--- src/rtl/dds_pkg.sv ---
// Shared types, constants and the quarter-wave sine lookup for the DDS generator.
package dds_pkg;

   localparam int PHASE_W = 32;
   localparam int ADDR_W  = 8;
   localparam int DATA_W  = 8;

   typedef enum logic [1:0] {
      SINE     = 2'd0,
      SQUARE   = 2'd1,
      TRIANGLE = 2'd2,
      SAW      = 2'd3
   } wave_t;

   localparam logic [PHASE_W-1:0] FW_TABLE [0:3] = '{
      32'h0100_0000, 32'h0200_0000, 32'h0400_0000, 32'h0080_0000
   };

   // First quarter (entries 0..64) of round(127.5 + 127.5*sin(2*pi*i/256)).
   localparam logic [DATA_W-1:0] SINE_Q [0:64] = '{
      8'd128,
      8'd131, 8'd134, 8'd137, 8'd140, 8'd143, 8'd146, 8'd149, 8'd152,
      8'd155, 8'd158, 8'd162, 8'd165, 8'd167, 8'd170, 8'd173, 8'd176,
      8'd179, 8'd182, 8'd185, 8'd188, 8'd190, 8'd193, 8'd196, 8'd198,
      8'd201, 8'd203, 8'd206, 8'd208, 8'd211, 8'd213, 8'd215, 8'd218,
      8'd220, 8'd222, 8'd224, 8'd226, 8'd228, 8'd230, 8'd232, 8'd234,
      8'd235, 8'd237, 8'd238, 8'd240, 8'd241, 8'd243, 8'd244, 8'd245,
      8'd246, 8'd248, 8'd249, 8'd250, 8'd250, 8'd251, 8'd252, 8'd253,
      8'd253, 8'd254, 8'd254, 8'd254, 8'd255, 8'd255, 8'd255, 8'd255
   };

   // Second half mirrors the first about 127.5; addr 128 is the tie case that rounds up.
   function automatic logic [DATA_W-1:0] sine_lookup(input logic [ADDR_W-1:0] addr);
      logic [6:0]        ph;
      logic [6:0]        q;
      logic [DATA_W-1:0] mag;
      ph  = addr[6:0];
      q   = (ph > 7'd64) ? (7'd0 - ph) : ph;
      mag = SINE_Q[q];
      if (!addr[7]) begin
         sine_lookup = mag;
      end else if (ph == 7'd0) begin
         sine_lookup = 8'd128;
      end else begin
         sine_lookup = 8'd255 - mag;
      end
   endfunction

endpackage

--- src/rtl/key_debounce.sv ---
// Active-low push-button debouncer: two-flop synchroniser, saturating low counter,
// single registered press pulse on the CNT_MAX-th consecutive low sample.
module key_debounce #(
   parameter int CNT_MAX = 1_000_000
) (
   input  logic sys_clk,
   input  logic sys_rst,
   input  logic key_in,
   output logic press_pulse
);

   localparam int               CNT_W   = $clog2(CNT_MAX + 1);
   localparam logic [CNT_W-1:0] CNT_TOP = CNT_W'(CNT_MAX);
   localparam logic [CNT_W-1:0] CNT_ARM = CNT_W'(CNT_MAX - 1);

   logic             sync1_q, sync1_d;
   logic             sync2_q, sync2_d;
   logic [CNT_W-1:0] cnt_q, cnt_d;
   logic             pulse_q, pulse_d;

   always_comb begin
      sync1_d = key_in;
      sync2_d = sync1_q;
      if (sync2_q) begin
         cnt_d = '0;
      end else if (cnt_q == CNT_TOP) begin
         cnt_d = cnt_q;
      end else begin
         cnt_d = cnt_q + CNT_W'(1);
      end
      pulse_d = ~sync2_q && (cnt_q == CNT_ARM);
   end

   always_ff @(posedge sys_clk or posedge sys_rst) begin
      if (sys_rst) begin
         sync1_q <= 1'b1;
         sync2_q <= 1'b1;
         cnt_q   <= '0;
         pulse_q <= 1'b0;
      end else begin
         sync1_q <= sync1_d;
         sync2_q <= sync2_d;
         cnt_q   <= cnt_d;
         pulse_q <= pulse_d;
      end
   end

   assign press_pulse = pulse_q;

endmodule

--- src/rtl/dds_wave_gen.sv ---
// DDS signal generator: button-selected waveform and frequency word, 32-bit phase
// accumulator, registered 8-bit DAC sample. Option macro: DDS_DA_INVERT_EN.
module dds_wave_gen
   import dds_pkg::*;
#(
   parameter int CNT_MAX = 1_000_000
) (
   input  logic              sys_clk,
   input  logic              sys_rst,
   input  logic              key_wave,
   input  logic              key_freq,
   output logic              da_clk,
   output logic [DATA_W-1:0] da_data,
   input  logic [7:0]        ad_data,
   input  logic              ad_otr,
   output logic              ad_clk
);

`ifdef DDS_DA_INVERT_EN
   localparam logic [DATA_W-1:0] DA_RST = 8'd255;
`else
   localparam logic [DATA_W-1:0] DA_RST = 8'd0;
`endif

   logic               wave_pulse_s;
   logic               freq_pulse_s;
   wave_t              wave_sel_q, wave_sel_d;
   logic [1:0]         freq_sel_q, freq_sel_d;
   logic [PHASE_W-1:0] acc_q, acc_d;
   logic [DATA_W-1:0]  da_data_q, da_data_d;
   logic [ADDR_W-1:0]  addr_s;
   logic [DATA_W-1:0]  sample_s;
   logic               ad_unused;

   key_debounce #(.CNT_MAX(CNT_MAX)) u_key_wave (
      .sys_clk     (sys_clk),
      .sys_rst     (sys_rst),
      .key_in      (key_wave),
      .press_pulse (wave_pulse_s)
   );

   key_debounce #(.CNT_MAX(CNT_MAX)) u_key_freq (
      .sys_clk     (sys_clk),
      .sys_rst     (sys_rst),
      .key_in      (key_freq),
      .press_pulse (freq_pulse_s)
   );

   // The converters latch on the falling sys_clk edge, mid-way through each sample.
   assign da_clk    = ~sys_clk;
   assign ad_clk    = ~sys_clk;
   assign ad_unused = ^{ad_data, ad_otr};

   always_comb begin
      addr_s = acc_q[PHASE_W-1 -: ADDR_W];
      case (wave_sel_q)
         SINE:     sample_s = sine_lookup(addr_s);
         SQUARE:   sample_s = addr_s[7] ? 8'd0 : 8'd255;
         TRIANGLE: sample_s = addr_s[7] ? ~{addr_s[6:0], 1'b0} : {addr_s[6:0], 1'b0};
         SAW:      sample_s = addr_s;
         default:  sample_s = 8'd0;
      endcase
`ifdef DDS_DA_INVERT_EN
      da_data_d = 8'd255 - sample_s;
`else
      da_data_d = sample_s;
`endif
      // Phase is never cleared on a selection change, so the output stays continuous.
      acc_d      = acc_q + FW_TABLE[freq_sel_q];
      wave_sel_d = wave_pulse_s ? wave_t'(wave_sel_q + 2'd1) : wave_sel_q;
      freq_sel_d = freq_pulse_s ? (freq_sel_q + 2'd1) : freq_sel_q;
   end

   always_ff @(posedge sys_clk or posedge sys_rst) begin
      if (sys_rst) begin
         wave_sel_q <= SINE;
         freq_sel_q <= 2'd0;
         acc_q      <= '0;
         da_data_q  <= DA_RST;
      end else begin
         wave_sel_q <= wave_sel_d;
         freq_sel_q <= freq_sel_d;
         acc_q      <= acc_d;
         da_data_q  <= da_data_d;
      end
   end

   assign da_data = da_data_q;

endmodule

--- config.mk ---
export PLATFORM = sky130hd
export DESIGN_NAME = dds_wave_gen
export DESIGN_NICKNAME = d
export VERILOG_FILES = /design/src/rtl/dds_pkg.sv /design/src/rtl/key_debounce.sv /design/src/rtl/dds_wave_gen.sv
export SDC_FILE = /design/constraint.sdc
export NUM_CORES = 1
export LEC_CHECK = 0
export CAP_MARGIN = 20
export CORE_MARGIN = 2
export CORE_UTILIZATION = 40
export CTS_CLUSTER_DIAMETER = 40
export DETAILED_ROUTE_END_ITERATION = 12
export PLACE_DENSITY = 0.57
export SYNTH_ARGS = -nofsm -noshare
export SYNTH_HDL_FRONTEND = slang
export SYNTH_SLANG_ARGS = --single-unit
--- constraint.sdc ---
create_clock -name sys_clk -period 2.9 [get_ports sys_clk]
set_input_delay 0.58 -clock sys_clk [delete_from_list [all_inputs] [get_ports sys_clk]]
set_output_delay 0.58 -clock sys_clk [all_outputs]
set_load 0.01 [all_outputs]
==> metrics.md <==
| Metric | Value |
|---|---|
| CP Capture Type | `flip-flop` |
| Final Hold Fails | `0` |
| Buffers and inverters on the worst path | `2` |
| Worst Hold Class | `flip-flop to flip-flop` |
| Port buffer count | `13` |
| Post-synthesis cell type count | `74` |
| Synth warnings | `0` |
| DIE WIDTH | `108.6 um` |
| Pin slew with the least headroom to its limit | `0.6436 ns` |
| GRT Total Usage | `16.81%` |
| Crit path max-delay cell type | `dfrtp_2` |
| Final instance area | `4984 um^2` |
| # Post-CTS Setup Buffers | `0` |
| Largest net degree at the start of global routing | `26` |
| Total core area | `around 11000 um^2` |
| MaxCap Viol Count | `0` |
| Unrepaired setup endpoints after global routing | `yes` |
| Avg WL per Cell | `14.05 um` |
| Overflow after GRT | `0` |
| HPWL after DPL | `6557 um` |
| F_max | `357.3 MHz` |
| CTS clk-pin slew, worst paths | `0.08 ns` |
| Post-synth EDFFs | `0` |
| Final Skew | `0.01808 ns` |
| Sequence of cells on the critical path | `clkinvlp_4 > ha_2 > nor2b_4 > a41o_1 > nor2_4 > inv_2 > ha_1 > mux2i_1 > a221oi_2 > o221ai_2 > o211a_1 > a211oi_2` |
| Hold Startpoint | `u_key_wave.sync1_q` |
| Syn-to-layout area delta | `13.90%` |
| CP startpoint kind | `flip-flop` |
| Initial Utilization | `40.72%` |
| Syn Inst Count | `around 480` |
| DRT antenna net count | `0` |
| Cell Area, Placed | `4717 um^2` |
| H-tree levels | `3` |
| # rows | `38` |
| CTS root buf | `clkbuf_8` |
| Drt first-iter violations | `201` |
| Max-slew violation total from the final report | `0` |
| # setup viols final | `0` |
| Final period utilization | `96.52%` |
| R2R setup slack | `approximately 0.10 ns` |
| Dpl cells | `~630` |
| Clock Path Buffers | `2` |
| Max VDD drop | `361.2 uV` |
| Syn nets | `520` |
| CTS tree | `yes` |
| Post-route insts no fill | `about 650` |
| Share of cells above drive strength 1 | `13.36%` |
| Skew-Pair Late Insertion Delay | `between 0.3 and 0.4 ns` |
| Ys flop type | `dfrtp_1` |
| Die height | `between 100 and 150 um` |
| Netlist area before placement | `4375 um^2` |
| Family with the most delay on the worst path | `compound AO/OA/AOI/OAI gates` |
| Tmin final | `2.799 ns` |
| DR vias/cell | `5.339` |
| Worst Hold Depth | `0` |
| # fillers | `1044` |
| Vias in the first global route | `between 3000 and 4000` |
| Cells on worst reg2reg path | `12` |
| FFs w/ async S/R, synth | `100.0%` |
| Min-Delay Endpoint | `u_key_wave.sync2_q` |
| Register area share after synthesis | `38.43%` |
| Reg2reg start | `acc_q[24]` |
| Critical path type | `flip-flop to flip-flop` |
| Status | `finished clean` |
| Seq cells post-synth | `67` |
| Hold Buf Count CTS | `0` |
| CTS Buf Count | `9` |
| Final nets | `541` |
| Drt total wl | `9119 um` |
| Inserted Diodes | `0` |
| R2r endpoint | `da_data[1]` |
| Critical Path RT | `3.16 ns` |
| CP arrival | `3.06 ns` |
| Syn_area_per_cell | `just over 9 um^2` |
| Total I/O pin count | `23` |
| DRC viols | `0` |
| PwrDens | `roughly 400 nW/um^2` |
| Max FO, Critical Path | `5` |
| Relative slew slack | `56.70%` |
| Die Area | `roughly 12000 um^2` |
| First-pass GRT wire length | `15870 um` |
| Routability cong. | `around 0.90` |
| Leakage power | `2.115 nW` |
| Crit-path max cell delay | `0.39 ns` |
| Initial antenna violation count | `0` |
| Fin Hold WS | `around 0.36 ns` |
| Via count | `3465` |
| DRT Pass-1 Iters | `5` |
## repair_timing
item,4_1_cts,5_1_grt
pin swaps,0,4
setup endpoints to repair,2,3
resized for setup,2,5
## area by class of cell
cell class                      count  area, um^2  area share, %
Clock buffer                       13       168.9          3.389
Clock inverter                      7       87.58          1.757
Inverter                           25       97.59          1.958
Multi-Input combinational cell    366        2511          50.39
Tap cell                          140       175.2          3.515
Timing Repair Buffer               31       260.3          5.222
Sequential cell                    67        1683          33.77
## sequential cells by signal, indices dropped and copies added, names as in the netlist, 2 cells and up
register          flops
freq_sel_q            2
u_key_freq.cnt_q     20
u_key_wave.cnt_q     20
acc_q                 9
da_data               8
wave_sel_q            2
## through the flow
stage / setup TNS (ns) / util (%) / setup WS (ns) / total power [mW]
2_1_floorplan: 0 / - / 0.03666 / 1.054
3_3_place_gp: 0 / 43.90 / 0.1206 / 1.105
3_5_place_dp: 0 / 43.90 / 0.07912 / 1.107
4_1_cts: 0 / 46.06 / 0.06447 / 2.015
5_1_grt: -0.09108 / 46.38 / -0.05264 / 2.078
6_report: 0 / 46.38 / 0.1010 / 1.985
## worst max path at each step
stage               depth (start not counted)          to  slack [ns]       from
finish                                     12  da_data[1]        0.10  acc_q[24]
global route                               10  da_data[2]       -0.05  acc_q[24]
CTS                                        12  da_data[1]        0.06  acc_q[24]
detailed placement                         12  da_data[2]        0.08  acc_q[24]
global placement                           12  da_data[1]        0.12  acc_q[24]
floorplan                                  13  da_data[1]        0.04  acc_q[24]
## metal layers
metal  track usage [%]  vias to the layer above  part of all wire [%]  routed length (um)
met2             25.89                       60                    46                4173
met5                 0                        -                     0                   0
met3             3.315                       12                   3.7                 333
met4             6.777                        0                   1.6                 144
met1             23.17                     1641                    49                4467
li1                  -                     1752                     -                   -
## report_power, final
group | switching (mW) | leakage, nW | internal [mW]
Clock | 0.414 | 0.137 | 0.563
Sequential | 0.0166 | 0.872 | 0.945
Combinational | 0.0296 | 1.11 | 0.0165
## Yosys cell counts (6+ instances only)
master	count	area share [%]
nand3_1	30	3.4
xor2_1	26	5.2
nand2_1	31	2.7
and3_1	6	0.86
xnor2_1	19	3.8
ha_1	23	6.6
dfrtp_1	63	36
nor2b_1	8	1.1
a21oi_1	23	2.6
o21ai_0	20	2.3
inv_1	24	2.1
clkbuf_1	12	1.0
buf_2	7	0.80
nor2_1	59	5.1
nor3_1	14	1.6
nand4_1	7	1.0
## kinds of logic (layout without fill, tap and decap cells)
logic type / after synthesis / in the layout / share of synthesized area (%)
compound gates: 104 / 104 / 17.10
xor+xnor: 46 / 46 / 9.380
simple gates: 188 / 188 / 21.85
mux: 4 / 4 / 1.201
buf+inv: 50 / 76 / 5.004
fa+ha+maj: 24 / 24 / 7.035
flops: 67 / 67 / 38.43
## cell usage in the layout (no fill, tap or decap), drive strengths merged, types with 3 or more instances in the layout
master,netlist,routed
o211ai,4,4
a2111oi,3,3
nand3,30,30
ha,23,23
a32oi,3,3
and3,6,6
nor3,14,14
xor2,26,26
nand4,7,7
nor4b,3,3
a311oi,3,3
nand3b,3,3
nand2b,3,3
nor2,61,61
buf,12,20
xnor2,20,20
inv,26,28
clkdlybuf4s50,0,11
or3,5,5
a31oi,4,4
a211o,4,4
dfstp,4,4
clkbuf,12,11
a21oi,24,24
nor2b,9,9
nor4,5,5
a211oi,7,7
a221oi,3,3
a21o,5,5
o21ai,23,23
nand2,32,32
mux2i,3,3
dfrtp,63,63
Power figures use the tool's default switching activity.
